<file path="config.mk">
export PLATFORM = sky130hd
export DESIGN_NAME = multi_port_writeback_flat
export DESIGN_NICKNAME = d
export VERILOG_FILES = /design/src/rtl/cva5_types.sv /design/src/rtl/multi_port_writeback_if.sv /design/src/rtl/rr_multi_grant.sv /design/src/rtl/multi_port_writeback.sv /design/src/flat_wrapper.sv
export SDC_FILE = /design/constraint.sdc
export NUM_CORES = 1
export LEC_CHECK = 0
export ABC_AREA = 0
export BUFFER_PORTS_ARGS = -buffer_cell sky130_fd_sc_hd__clkbuf_2
export CAP_MARGIN = 20
export CORE_ASPECT_RATIO = 0.5
export CORE_UTILIZATION = 35
export CTS_CLUSTER_SIZE = 10
export DETAILED_ROUTE_END_ITERATION = 10
export PLACE_DENSITY = 0.66
export SLEW_MARGIN = 20
export SYNTH_ARGS = -nofsm -noshare
export SYNTH_HDL_FRONTEND = slang
export SYNTH_HIERARCHICAL = 1
export SYNTH_SLANG_ARGS = --single-unit
</file>
<file path="constraint.sdc">
create_clock -name clk -period 7.8 [get_ports clk]
set_clock_uncertainty 0.05 [all_clocks]
set_input_delay 0.39 -clock clk [delete_from_list [all_inputs] [get_ports clk]]
set_output_delay 0.39 -clock clk [all_outputs]
set_load 0.03 [all_outputs]
</file>
<file path="src/rtl/cva5_types.sv">
// Shared CVA5 types used by the writeback path: instruction ids and writeback packets.
package cva5_types;
  localparam int MAX_NUM_UNITS = 8;
  localparam int XLEN          = 32;
  localparam int MAX_IDS       = 16;

  typedef logic [$clog2(MAX_IDS)-1:0] id_t;

  typedef struct packed {
    logic             valid;
    id_t              id;
    logic [XLEN-1:0]  data;
  } wb_packet_t;
endpackage

</file>
<file path="src/rtl/multi_port_writeback_if.sv">
// Bundle between the execution units and the writeback block: per-unit results in,
// per-unit acks and per-port registered writeback packets out.
interface multi_port_writeback_if
  import cva5_types::*;
#(
  parameter int NUM_WB_UNITS = 5,
  parameter int NUM_WB_PORTS = 2,
  parameter int DATA_WIDTH   = 32
);
  id_t  [NUM_WB_UNITS-1:0]                 unit_id;
  logic [NUM_WB_UNITS-1:0]                 unit_done;
  logic [NUM_WB_UNITS-1:0][DATA_WIDTH-1:0] unit_rd;
  logic [NUM_WB_UNITS-1:0]                 unit_ack;
  wb_packet_t [NUM_WB_PORTS-1:0]           wb_packet;

  modport master (output unit_id, unit_done, unit_rd, input unit_ack, wb_packet);
  modport slave  (input unit_id, unit_done, unit_rd, output unit_ack, wb_packet);
endinterface

</file>
<file path="src/rtl/rr_multi_grant.sv">
// Picks up to P requesters per cycle, scanning from ptr with wrap; port p gets the
// p-th request found, and last_idx reports the final request granted.
module rr_multi_grant #(
  parameter int N = 5,
  parameter int P = 2,
  localparam int PTR_W = (N > 1) ? $clog2(N) : 1
) (
  input  logic [N-1:0]          req,
  input  logic [PTR_W-1:0]      ptr,
  output logic [P-1:0][N-1:0]   grant,
  output logic [PTR_W-1:0]      last_idx
);
  always_comb begin
    logic [N-1:0]     taken;
    logic [PTR_W:0]   sum;
    logic [PTR_W-1:0] idx;
    logic             found;
    // NOTE: every output and local gets a default before any conditional write, so no latch is inferred.
    grant    = '0;
    last_idx = ptr;
    taken    = '0;
    sum      = '0;
    idx      = '0;
    found    = 1'b0;
    for (int p = 0; p < P; p++) begin
      found = 1'b0;
      for (int k = 0; k < N; k++) begin
        // Sum never exceeds 2N-2, so one conditional subtract is a full modulo.
        sum = {1'b0, ptr} + (PTR_W+1)'(k);
        if (sum >= (PTR_W+1)'(N)) sum = sum - (PTR_W+1)'(N);
        idx = sum[PTR_W-1:0];
        if (!found && req[idx] && !taken[idx]) begin
          grant[p][idx] = 1'b1;
          taken[idx]    = 1'b1;
          last_idx      = idx;
          found         = 1'b1;
        end
      end
    end
  end
endmodule

</file>
<file path="src/rtl/multi_port_writeback.sv">
// Multi-port writeback arbiter: grants up to NUM_WB_PORTS done units per cycle into
// registered packets. Define CVA5_WB_ROUND_ROBIN_EN for rotating priority; otherwise fixed.
module multi_port_writeback
  import cva5_types::*;
#(
  parameter int NUM_WB_UNITS = 5,
  parameter int NUM_WB_PORTS = 2,
  parameter int DATA_WIDTH   = 32
) (
  input logic                   clk,
  input logic                   rst_n,
  multi_port_writeback_if.slave wb
);
  localparam int PTR_W = (NUM_WB_UNITS > 1) ? $clog2(NUM_WB_UNITS) : 1;

  logic [NUM_WB_UNITS-1:0]                   req;
  logic [NUM_WB_UNITS-1:0]                   ack;
  logic [NUM_WB_PORTS-1:0][NUM_WB_UNITS-1:0] grant;
  logic [PTR_W-1:0]                          ptr_cur;
  wb_packet_t [NUM_WB_PORTS-1:0]             pkt_d, pkt_q;

  // Masking requests during reset suppresses both the acks and any grant that cycle.
  assign req = wb.unit_done & {NUM_WB_UNITS{rst_n}};

`ifdef CVA5_WB_ROUND_ROBIN_EN
  logic [PTR_W-1:0] ptr;
  logic [PTR_W-1:0] last_idx;

  always_ff @(posedge clk) begin
    if (!rst_n)
      ptr <= '0;
    else if (|ack)
      ptr <= (last_idx == PTR_W'(NUM_WB_UNITS-1)) ? '0 : last_idx + PTR_W'(1);
  end

  assign ptr_cur = ptr;
`else
  assign ptr_cur = '0;
`endif

  rr_multi_grant #(
    .N (NUM_WB_UNITS),
    .P (NUM_WB_PORTS)
  ) u_grant (
    .req      (req),
    .ptr      (ptr_cur),
    .grant    (grant),
`ifdef CVA5_WB_ROUND_ROBIN_EN
    .last_idx (last_idx)
`else
    .last_idx ()
`endif
  );

  always_comb begin
    ack = '0;
    for (int p = 0; p < NUM_WB_PORTS; p++) ack |= grant[p];
  end

  assign wb.unit_ack = ack;

  // Idle ports keep their last id/data so only valid toggles.
  always_comb begin
    for (int p = 0; p < NUM_WB_PORTS; p++) begin
      pkt_d[p]       = pkt_q[p];
      pkt_d[p].valid = 1'b0;
      for (int i = 0; i < NUM_WB_UNITS; i++) begin
        if (grant[p][i]) begin
          pkt_d[p].valid = 1'b1;
          pkt_d[p].id    = wb.unit_id[i];
          pkt_d[p].data  = XLEN'(wb.unit_rd[i]);
        end
      end
    end
  end

  always_ff @(posedge clk) begin
    // NOTE: sequential state uses non-blocking assignments so every register samples pre-edge values.
    if (!rst_n) pkt_q <= '0;
    else        pkt_q <= pkt_d;
  end

  assign wb.wb_packet = pkt_q;
endmodule

</file>
<file path="src/flat_wrapper.sv">
// flat-port wrapper written by rule: the top's interface ports become plain ports
module multi_port_writeback_flat import cva5_types::*;
#(
  parameter int NUM_WB_UNITS = 5,
  parameter int NUM_WB_PORTS = 2,
  parameter int DATA_WIDTH   = 32
)
  (clk, rst_n, wb_unit_id, wb_unit_done, wb_unit_rd, wb_unit_ack, wb_wb_packet);
  multi_port_writeback_if #(.NUM_WB_UNITS(NUM_WB_UNITS), .NUM_WB_PORTS(NUM_WB_PORTS), .DATA_WIDTH(DATA_WIDTH)) wb_i ();
  input logic clk;
  input logic rst_n;
  input wire logic [$bits(wb_i.unit_id)-1:0] wb_unit_id;
  input wire logic [$bits(wb_i.unit_done)-1:0] wb_unit_done;
  input wire logic [$bits(wb_i.unit_rd)-1:0] wb_unit_rd;
  output wire logic [$bits(wb_i.unit_ack)-1:0] wb_unit_ack;
  output wire logic [$bits(wb_i.wb_packet)-1:0] wb_wb_packet;
  assign wb_i.unit_id = wb_unit_id;
  assign wb_i.unit_done = wb_unit_done;
  assign wb_i.unit_rd = wb_unit_rd;
  assign wb_unit_ack = wb_i.unit_ack;
  assign wb_wb_packet = wb_i.wb_packet;
  multi_port_writeback #(.NUM_WB_UNITS(NUM_WB_UNITS), .NUM_WB_PORTS(NUM_WB_PORTS), .DATA_WIDTH(DATA_WIDTH)) u_core (.clk(clk), .rst_n(rst_n), .wb(wb_i));
endmodule
</file>
==> results_dict.tcl <==
set metrics [dict create \
    status "finished with violations" \
    violations "slew limit" \
    p_leak_nw 3.78 \
    largest_register_ffs 74 \
    slew_headroom_pct -124 \
    drt.antenna.violating_nets 0 \
    vias 10200 \
    hp-class "input pin to flop" \
    crit_buf_inv 5 \
    reg2reg_slack_ns 6.81 \
    viasPerCell 6.51 \
    arrival_ns 5.17 \
    cts-buffers-inserted 9 \
    grt_overflow_total 0 \
    path_cells "clkbuf_2 -> and2_1 -> inv_1 -> o21ai_0 -> o2111ai_1 -> a21oi_1 -> nand2b_1 -> a221oi_4 -> nand3_4 -> inv_1 -> nor4b_2 -> o311ai_4 -> o221ai_4 -> buf_4 -> or2_2 -> clkbuf_2" \
    fmax_mhz 178 \
    grt_util_met1_pct 37.7 \
    ios 266 \
    routed_wl_um 35500 \
    cp-startpoint "rst_n" \
    drt_iter0_drc 1326 \
    post-cts-setup-buffer-count 0 \
    total_power_mw 2.75 \
    path_depth 16 \
    cts-root-buf "clkbuf_16" \
    antenna_found_initial 0 \
    finalNonFillerCells 1568 \
    rsz0062_at_grt "no" \
    cts_buffer_depth 2 \
    dp_hpwl_um 24200 \
    clock-sinks 74 \
    use_met3_pct 4.92 \
    postSynthAreaPerCell_um2 7.50 \
    endpoint "wb_unit_ack[4]" \
    hold_buffers 0 \
    cts_resized 0 \
    worst_pin_slew_ns 3.35 \
    dp.cells 1553 \
    setup_viol 0 \
    finalWorstSetupSlack_ns 2.19 \
    start_util_pct 36.6 \
    critical_path_class "input pin to output pin" \
    grt_max_degree 78 \
    grt_first_pass_wirelength_um 54300 \
    grt_pass1_vias 9797 \
    synth_warnings 6 \
    fp.coreArea_um2 22200 \
    critPathSlowestCell "o221ai_4" \
    grt.busiest_layer "met2" \
    hold_viol 0 \
    r2r.worst_path.cells 3 \
    met2_usage_pct 46.5 \
    clk_latency_ns 0.34 \
    fin_nets 1460 \
    dr.pass1.iters 5 \
    drive_above_1_share_pct 27.9 \
    postPlaceCellArea_um2 9530 \
    cts_tree "yes" \
    syn_inst 1082 \
    layout-area-overhead-vs-synth_pct 21.6 \
    grt_use_total_pct 28.8 \
    startpoint_type "input pin" \
    reg2reg_from "u_core/wb.wb_packet[65]$_SDFFE_PN0P_" \
    pre_cts_ws_ns 2.22 \
    synth_area_um2 8120 \
    critPathTopFamily "compound AO/OA/AOI/OAI gates" \
    min_period_ns 5.61 \
    tns_ns 0 \
    endpoint_kind "output pin" \
    whs_ns 0.333 \
    finalCoreUtilization_pct 44.5 \
    gp_congestion 0.973 \
    vdd_drop_max_mv 0.135 \
    slowest_delay_ns 0.75 \
    final_area_um2 9870 \
    clk_pin_slew_ns 0.06 \
    slew_viol_final 36 \
    drc 0 \
    wl_per_cell_um 22.7 \
    h-tree-depth 3 \
    n_fill_cell 2229 \
    diodes 0 \
    critPathMaxFanout 76 \
    fin_crit_sh_pct 72.0 \
    die_h_um 110 \
    die_w_um 217 \
    required_ns 7.36 \
    numPortBuffers 265 \
    drv_cap 0 \
    dieArea_um2 23800 \
    floorplan.rows 38 \
    powerDensity_nw_per_um2 278 \
    reg2reg_to "u_core/wb.wb_packet[65]$_SDFFE_PN0P_" \
]
==> routing by layer <==
metal | share of wire [%] | vias to the layer above
li1 | - | 4598
met1 | 42 | 4902
met2 | 46 | 601
met3 | 8.4 | 112
met4 | 3.6 | 0
met5 | 0 | -
==> worst min path at each step <==
stage                                               startpoint                                   end  cells past startpoint
final                                            wb_unit_id[6]  u_core/wb.wb_packet[34]$_SDFFE_PN0P_                      3
after global routing                            wb_unit_rd[80]  u_core/wb.wb_packet[53]$_SDFFE_PN0P_                      3
after CTS                                        wb_unit_id[6]  u_core/wb.wb_packet[34]$_SDFFE_PN0P_                      3
after detailed placement   u_core/wb.wb_packet[4]$_SDFFE_PN0P_   u_core/wb.wb_packet[4]$_SDFFE_PN0P_                      2
after global placement    u_core/wb.wb_packet[35]$_SDFFE_PN0P_  u_core/wb.wb_packet[35]$_SDFFE_PN0P_                      2
after floorplan                                  wb_unit_id[6]  u_core/wb.wb_packet[34]$_SDFFE_PN0P_                      2
==> placed cells by master (no fill, tap or decap), types with 9 or more instances in the layout <==
cell	n
a21o_1	9
a211oi_1	9
a221oi_1	36
o221ai_1	36
buf_4	16
o221a_2	16
nor2b_1	43
inv_1	11
o22ai_1	38
a21oi_1	18
conb_1	18
o32ai_1	36
nand2b_1	82
o221a_1	20
and2_1	11
o21ai_0	15
clkbuf_2	265
nand2_1	180
a221o_1	36
dfxtp_1	74
nor2_1	25
clkbuf_16	9
o31ai_1	39
a32o_1	36
nor3_1	46
==> area by class of cell <==
| cell class | count | area (µm²) | area share, % |
|---|---|---|---|
| multi-input combinational | 883 | 6170 | 62.5 |
| timing repair buffer | 281 | 1450 | 14.7 |
| tap | 300 | 375 | 3.80 |
| clock buffer | 10 | 239 | 2.42 |
| clock inverter | 5 | 103 | 1.04 |
| inverter | 15 | 58.8 | 0.596 |
| sequential | 74 | 1480 | 15.0 |
==> report_power, final <==
part | total (mW) | internal (mW) | leakage (nW) | switching (mW)
logic | 1.66 | 0.584 | 3.00 | 1.08
clock network | 0.496 | 0.319 | 0.165 | 0.177
registers | 0.586 | 0.506 | 0.609 | 0.0802
==> worst reg2reg max path, stage by stage, from the launching register on <==
cell      delay [ns]
dfxtp_1         0.33
nand2b_1        0.09
o221ai_1        0.15
a32o_1          0.27
(Power assumes the default switching activity.)
